--- src/rtl/multicycle_ctrl.sv ---
`default_nettype none
// ============================================================================
// Module   : multicycle_ctrl
// Purpose  : Moore-style main controller for a multicycle RV32I-subset core.
//            Sequences FETCH/DECODE/execute/writeback states and drives
//            datapath enables and mux selects. FETCH and MEMREAD are stretched
//            by MEM_WAIT extra cycles to cover slow memory.
// Params   : MEM_WAIT      - extra wait cycles in FETCH and MEMREAD (0..15)
// Options  : MCCTRL_LUI_EN - when defined, op 0110111 (lui) is decoded to
//            LUIWB; otherwise it is treated as an illegal opcode.
// Ports    : clk        in   clock, all state updates on rising edge
//            reset_n    in   asynchronous active-low reset
//            op[6:0]    in   instruction opcode
//            zero       in   ALU zero flag
//            pcwrite    out  PC write enable (pcupdate | branch & zero)
//            adrsrc     out  memory address select
//            memwrite   out  memory write enable
//            irwrite    out  instruction register write enable
//            regwrite   out  register file write enable
//            resultsrc  out  result mux select
//            alusrca    out  ALU operand A select
//            alusrcb    out  ALU operand B select
//            aluop      out  ALU operation class
//            immsrc     out  immediate format select
//            illegal    out  undecodable opcode seen in DECODE
//            state      out  current state (debug)
// Revision : 1.0 - initial release
// ============================================================================
module multicycle_ctrl #(
    parameter int unsigned MEM_WAIT = 0
) (
    input  logic       clk,
    input  logic       reset_n,
    input  logic [6:0] op,
    input  logic       zero,
    output logic       pcwrite,
    output logic       adrsrc,
    output logic       memwrite,
    output logic       irwrite,
    output logic       regwrite,
    output logic [1:0] resultsrc,
    output logic [1:0] alusrca,
    output logic [1:0] alusrcb,
    output logic [1:0] aluop,
    output logic [2:0] immsrc,
    output logic       illegal,
    output logic [3:0] state
);

    // State encodings
    localparam logic [3:0] c_FETCH    = 4'd0;
    localparam logic [3:0] c_DECODE   = 4'd1;
    localparam logic [3:0] c_MEMADR   = 4'd2;
    localparam logic [3:0] c_MEMREAD  = 4'd3;
    localparam logic [3:0] c_MEMWB    = 4'd4;
    localparam logic [3:0] c_MEMWRITE = 4'd5;
    localparam logic [3:0] c_EXECUTER = 4'd6;
    localparam logic [3:0] c_EXECUTEI = 4'd7;
    localparam logic [3:0] c_ALUWB    = 4'd8;
    localparam logic [3:0] c_BEQ      = 4'd9;
    localparam logic [3:0] c_JAL      = 4'd10;
`ifdef MCCTRL_LUI_EN
    localparam logic [3:0] c_LUIWB    = 4'd11;
`endif

    // Opcodes
    localparam logic [6:0] c_OP_LW  = 7'b0000011;
    localparam logic [6:0] c_OP_SW  = 7'b0100011;
    localparam logic [6:0] c_OP_R   = 7'b0110011;
    localparam logic [6:0] c_OP_I   = 7'b0010011;
    localparam logic [6:0] c_OP_BEQ = 7'b1100011;
    localparam logic [6:0] c_OP_JAL = 7'b1101111;
    localparam logic [6:0] c_OP_LUI = 7'b0110111;

    localparam logic [3:0] c_WAIT_LAST = 4'(MEM_WAIT);

    logic [3:0] r_state;
    logic [3:0] r_wait;
    logic [3:0] w_dec_next;
    logic       w_op_legal;
    logic       w_wait_done;
    logic       w_pcupdate;
    logic       w_branch;
    logic       w_irwrite;
    logic       w_regwrite;
    logic       w_memwrite;

    // Wait counter only runs in FETCH/MEMREAD; elsewhere it sits at zero,
    // so this compare is the "last cycle" marker of a stretched state.
    assign w_wait_done = (r_wait == c_WAIT_LAST);

    // Opcode decode used by the DECODE state
    always_comb begin
        w_op_legal = 1'b1;
        w_dec_next = c_FETCH;
        case (op)
            c_OP_LW, c_OP_SW: w_dec_next = c_MEMADR;
            c_OP_R:           w_dec_next = c_EXECUTER;
            c_OP_I:           w_dec_next = c_EXECUTEI;
            c_OP_BEQ:         w_dec_next = c_BEQ;
            c_OP_JAL:         w_dec_next = c_JAL;
`ifdef MCCTRL_LUI_EN
            c_OP_LUI:         w_dec_next = c_LUIWB;
`endif
            default:          w_op_legal = 1'b0;
        endcase
    end

    // State register and wait counter
    always_ff @(posedge clk or negedge reset_n) begin
        if (!reset_n) begin
            r_state <= c_FETCH;
            r_wait  <= 4'd0;
        end else begin
            case (r_state)
                c_FETCH: begin
                    if (w_wait_done) begin
                        r_state <= c_DECODE;
                        r_wait  <= 4'd0;
                    end else begin
                        r_wait  <= r_wait + 4'd1;
                    end
                end
                c_DECODE:   r_state <= w_dec_next;
                c_MEMADR:   r_state <= (op == c_OP_LW) ? c_MEMREAD : c_MEMWRITE;
                c_MEMREAD: begin
                    if (w_wait_done) begin
                        r_state <= c_MEMWB;
                        r_wait  <= 4'd0;
                    end else begin
                        r_wait  <= r_wait + 4'd1;
                    end
                end
                c_EXECUTER, c_EXECUTEI, c_JAL: r_state <= c_ALUWB;
                c_MEMWB, c_MEMWRITE, c_ALUWB, c_BEQ: r_state <= c_FETCH;
                default: begin
                    // Covers LUIWB when enabled and any unused encoding
                    r_state <= c_FETCH;
                    r_wait  <= 4'd0;
                end
            endcase
        end
    end

    // Moore output decode
    always_comb begin
        w_pcupdate = 1'b0;
        w_branch   = 1'b0;
        w_irwrite  = 1'b0;
        w_regwrite = 1'b0;
        w_memwrite = 1'b0;
        adrsrc     = 1'b0;
        resultsrc  = 2'b00;
        alusrca    = 2'b00;
        alusrcb    = 2'b00;
        aluop      = 2'b00;
        case (r_state)
            c_FETCH: begin
                // IR and PC update once the memory data is valid
                w_irwrite  = w_wait_done;
                w_pcupdate = w_wait_done;
                alusrcb    = 2'b10;
                resultsrc  = 2'b10;
            end
            c_DECODE: begin
                alusrca = 2'b01;
                alusrcb = 2'b01;
            end
            c_MEMADR: begin
                alusrca = 2'b10;
                alusrcb = 2'b01;
            end
            c_MEMREAD:  adrsrc = 1'b1;
            c_MEMWB: begin
                resultsrc  = 2'b01;
                w_regwrite = 1'b1;
            end
            c_MEMWRITE: begin
                adrsrc     = 1'b1;
                w_memwrite = 1'b1;
            end
            c_EXECUTER: begin
                alusrca = 2'b10;
                aluop   = 2'b10;
            end
            c_EXECUTEI: begin
                alusrca = 2'b10;
                alusrcb = 2'b01;
                aluop   = 2'b10;
            end
            c_ALUWB:    w_regwrite = 1'b1;
            c_BEQ: begin
                alusrca  = 2'b10;
                aluop    = 2'b01;
                w_branch = 1'b1;
            end
            c_JAL: begin
                alusrca    = 2'b01;
                alusrcb    = 2'b10;
                w_pcupdate = 1'b1;
            end
`ifdef MCCTRL_LUI_EN
            c_LUIWB: begin
                resultsrc  = 2'b11;
                w_regwrite = 1'b1;
            end
`endif
            default: ;
        endcase
    end

    // Immediate format select, straight from the opcode
    always_comb begin
        case (op)
            c_OP_SW:  immsrc = 3'b001;
            c_OP_BEQ: immsrc = 3'b010;
            c_OP_JAL: immsrc = 3'b011;
            c_OP_LUI: immsrc = 3'b100;
            default:  immsrc = 3'b000;
        endcase
    end

    // Write enables are masked by reset_n so nothing can commit while the
    // reset is held, even in the FETCH last-cycle condition of MEM_WAIT=0.
    assign pcwrite  = reset_n & (w_pcupdate | (w_branch & zero));
    assign irwrite  = reset_n & w_irwrite;
    assign regwrite = reset_n & w_regwrite;
    assign memwrite = reset_n & w_memwrite;
    assign illegal  = reset_n & (r_state == c_DECODE) & ~w_op_legal;
    assign state    = r_state;

endmodule
`default_nettype wire

--- config.mk ---
export PLATFORM = sky130hd
export DESIGN_NAME = multicycle_ctrl
export DESIGN_NICKNAME = d
export VERILOG_FILES = /design/src/rtl/multicycle_ctrl.sv
export SDC_FILE = /design/constraint.sdc
export NUM_CORES = 1
export LEC_CHECK = 0
export ABC_AREA = 1
export CORE_MARGIN = 2
export CORE_UTILIZATION = 41
export CTS_CLUSTER_SIZE = 12
export DETAILED_ROUTE_END_ITERATION = 6
export PLACE_DENSITY = 0.85
export SLEW_MARGIN = 0
export SYNTH_ARGS = -nofsm -noshare
export SYNTH_HDL_FRONTEND = slang
export SYNTH_SLANG_ARGS = --single-unit
--- constraint.sdc ---
create_clock -name clk -period 1.5 [get_ports clk]
set_clock_uncertainty 0.15 [all_clocks]
set_input_delay 0.3 -clock clk [delete_from_list [all_inputs] [get_ports clk]]
set_output_delay 0.3 -clock clk [all_outputs]
set_load 0.03 [all_outputs]
==> metrics.yaml, run 1 <==
logic_synthesis:
  syn_avg_cell_area_sq_um: 6.223
  seq_area_frac_synth_pct: 27.97
  yosysTopAreaCell: "dfrtp_1"
  ys_warn_count: 0
  syn-num-nets: 127
  ys_top_cells_by_area: "dfrtp_1 (28%), nand2_1 (21%), inv_1 (9.4%)"
  ys_seq_elements: 8
  synth_top_area_share_pct: 27.97
  synth_cells: 115
  netlist_area_sq_um: 715.7
  synth_cell_type_count: 22
status:
  run_status: "aborted with a tool error"
  failed_stage: "4_1_cts"
  error: "[ERROR DPL-0038] Utilization greater than 100%, impossible to legalize"
cts:
  clk_path_buf_depth: 2
  holdBufCountCts: 0
  cts_post_setup_buffers_inserted: 12
  htreeDepth: 1
  clock_sinks: 8
  cts_resized: 98
  clock-root-buffer: "clkbuf_4"
  cts_buffers: 3
floorplan:
  die_h_microns: 45.78
  num_rows: 15
  initial_core_util_pct: 42.37
  io_pins: 31
  die_w_microns: 45.78
place:
  port_buffers: 30
  dpl.hpwl_microns: 2300
  place.gp.congestion: 0.8678
  dp_cells: 199
-- metrics by stage --
stage	setup slack (ns)	TNS, ns	cell area, sq um
floorplan	-0.2495	-1.056	804.5
global placement	-0.4454	-3.416	1376
detailed placement	-0.5370	-4.387	1376
-- Yosys cell counts --
cell and number:
a211oi_1 1, a31oi_1 1, and3_1 1, dfrtp_1 8
ha_1 2, inv_1 18, inv_2 1, nand2_1 40
nand2_2 2, nand3_1 12, nand3_2 1, nand3b_1 1
nand4_1 4, nor2_1 11, nor2_2 2, nor2_4 3
nor4_1 1, o211ai_1 1, o21a_1 1, o21ai_1 2
or2_2 1, xor2_1 1
-- kinds of logic after synthesis --
family                   Yosys count  share of synthesized area (%)
AND/OR/NAND/NOR                   79                          51.92
buffers and inverters             19                          9.964
flip-flops                         8                          27.97
AO/OA/AOI/OAI                      6                          5.421
adder cells (fa/ha/maj)            2                          3.496
XOR/XNOR                           1                          1.224
==> run 2: changes to the inputs <==
Settings changed: CORE_AREA set to 2 2 63 65, CORE_MARGIN 2 to unset, CORE_UTILIZATION 41 to unset, CTS_CLUSTER_SIZE 12 to unset, DIE_AREA set to 0 0 65 67, PLACE_DENSITY 0.85 to unset, PLACE_DENSITY_LB_ADDON set to 0.15.
==> run 2 against run 1 <==
The flow now finishes, with violations (setup timing). Synthesized cell count did not move. Area after synthesis did not move.
==> metrics.yaml, run 2 <==
detailed_routing:
  ant_nets: 0
  drcViolationCount: 0
  avgViaCountPerCell: 4.293
  drtIter0Drc: 13
  first_pass_iters: 4
  wl_microns: 2688
  vias: 1056
  wire_per_inst_microns: 10.93
logic_synthesis:
  ys_seq_elements: 8
  synth_ff_type: "dfrtp_1"
  yosysTopAreaCell: "dfrtp_1"
  syn-num-nets: 127
  synth_cell_type_count: 22
  ys_top_cells_by_count: "nand2_1 (40), inv_1 (18), nand3_1 (12), nor2_1 (11), dfrtp_1 (8)"
  synthArstFlopShare_pct: 100.0
  synth_top_area_share_pct: 27.97
  seq_area_frac_synth_pct: 27.97
  netlist_area_sq_um: 715.7
  synth_cells: 115
  yosysMostFrequentCell: "nand2_1"
  syn_avg_cell_area_sq_um: 6.223
  ys_top_cells_by_area: "dfrtp_1 (28%), nand2_1 (21%), inv_1 (9.4%)"
  synth-edff-count: 0
  ys_warn_count: 0
place:
  port_buffers: 30
  dpl.hpwl_microns: 2087
  place.gp.congestion: 0.8105
  post_dp_cell_area_sq_um: 1403
timing:
  slew_headroom_pct: 82.82
  maxSlewViolCount: 0
  final_hold_viol_count: 0
  fin_crit_sh_pct: 123.4
  max_freq_ghz: 0.5401
  finalWorstSetupSlack_ns: -0.3515
  finalSetupViolCount: 15
  fin_crit_ns: 1.852
  grt_setup_unrepaired: "yes"
  tightest_slew_ns: 0.2574
layout:
  layout_common_cells: "buf_4 (47), buf_6 (26), nand2_1 (23)"
  final_core_util_pct: 48.89
  layout.nets: 211
  drive_above_1_share_pct: 70.20
  final_cell_area_sq_um: 1763
  final_common_cell: "buf_4"
  num_antenna_cells: 0
  syn2layout_area_growth_pct: 146.3
power:
  power_density_nw_per_um2: 964.6
  clkPwrFrac_pct: 15.8
  p_sw_uw: 767.8
  switching_share_pct: 45.15
  leakage_nw: 0.8880
  internal_power_uw: 932.7
  irDropWorstVdd_mv: 0.2928
  combPwrFrac_pct: 69.0
  power_frac_seq_pct: 15.2
setup_path:
  reg2reg_setup_slack_ns: -0.03
  critPathRequiredTime_ns: 1.05
  cp-end-kind: "output pin"
  crit_type: "reg -> out"
  cpPeakStageDelay_ns: 0.42
  crit_top_cell: "buf_6"
  cp_max_fo: 5
  critical_path_buf_inv_count: 4
  worstSetupStartpointType: "register"
  worstPathCellList: "buf_6 -> inv_4 -> buf_6 -> nand2_8 -> a211oi_2 -> buf_4"
  crit_arrival_ns: 1.40
  slowest_stage: "dfrtp_2"
  cp_top_family: "buffers and inverters"
global_route:
  grt_first_pass_wirelength_microns: 4409
  grt_max_degree: 7
  overflow: 0
  antenna_found_initial: 0
  first_global_vias: 1053
  grt_use_total_pct: 13.18
cts:
  clk_pin_slew_ns: 0.04
  cts_buffers: 3
  clock_sinks: 8
  clk_path_buf_depth: 2
  clock-root-buffer: "clkbuf_8"
  htreeDepth: 1
  clock_latency_ns: 0.23
  cts_tree: "built"
floorplan:
  initial_core_util_pct: 19.85
  num_rows: 22
  dieArea_sq_um: 4355
  io_pins: 31
  die_h_microns: 67
  core_area_sq_um: 3606
  die_w_microns: 65
status:
  violations: "setup timing"
  run_status: "complete, but fails checks"
worst_hold_path:
  hold_class: "in -> async"
run:
  max-cap-violations: 0
run 2: cell counts after synthesis:
Identical to the previous run, type by type.
run 2: cells by family after synthesis:
group                      Yosys count  share of synthesized area, %
DFF                                  8                         27.97
buffers and inverters               19                         9.964
adders and majority gates            2                         3.496
AOI/OAI and AO/OA                    6                         5.421
xor gates and xnor gates             1                         1.224
and+or+nand+nor                     79                         51.92
run 2: final timing paths:
check,startpoint,endpoint,cells after the start
worst max-delay path,state[3]$_DFFE_PN0P_,regwrite,6
worst min register to register,r_wait[2]$_DFFE_PN0N_,r_wait[2]$_DFFE_PN0N_,3
worst min-delay path,reset_n,state[1]$_DFFE_PN0P_,2
worst max register to register,state[3]$_DFFE_PN0P_,r_wait[0]$_DFFE_PN0N_,9
max in group asynchronous,reset_n,state[2]$_DFFE_PN0P_,3
min in group clk,op[6],state[1]$_DFFE_PN0P_,5
run 2: timing repair:
action                                  4_1_cts  5_1_grt
hold buffers                                  0        0
hold endpoints to repair                      0        0
setup buffers                                13        2
endpoints found under the setup margin       20       25
resized for setup                            68       29
pin swaps                                    16       19
run 2: layer usage:
metal  vias up  global-route usage, %  share of wire [%]
met4         0                  5.319               0.93
met3         4                  1.689                2.3
met5         -                      0                  0
met1       495                  13.43                 39
li1        535                      -                  -
met2        22                  26.68                 58
run 2: through the flow:
| step | power, mW | cells | hold WS, ns | setup WS, ns | setup TNS, ns |
|---|---|---|---|---|---|
| detailed placement | 1.244 | 230 | 0.4298 | -0.4728 | -3.928 |
| global placement | 1.243 | 230 | 0.4127 | -0.4428 | -3.621 |
| finish | 1.700 | 246 | 0.2091 | -0.3515 | -3.932 |
| CTS | 1.624 | 246 | 0.2093 | -0.3687 | -4.305 |
| floorplan | 0.8341 | 115 | -0.1456 | -0.2495 | -1.056 |
| global route | 1.815 | 246 | 0.2456 | -0.4212 | -4.989 |
run 2: power groups by stage:
stage / clock network (mW) / registers (mW) / logic, mW
after global routing: 0.288 / 0.262 / 1.27
final: 0.269 / 0.258 / 1.17
after global placement: 0 / 0.264 / 0.979
after CTS: 0.282 / 0.258 / 1.08
after detailed placement: 0 / 0.264 / 0.980
after floorplan: 0 / 0.312 / 0.522
run 2: final cells by class:
type                       instances  area (sq um)
sequential                         8         205.2
fill                             361          1843
clock buffer                       4         45.04
multi-input combinational         88         653.1
tap                               48         60.06
timing repair buffer              79         710.7
inverter                          19         88.84
Note: power is estimated with default switching activity, not from simulation.
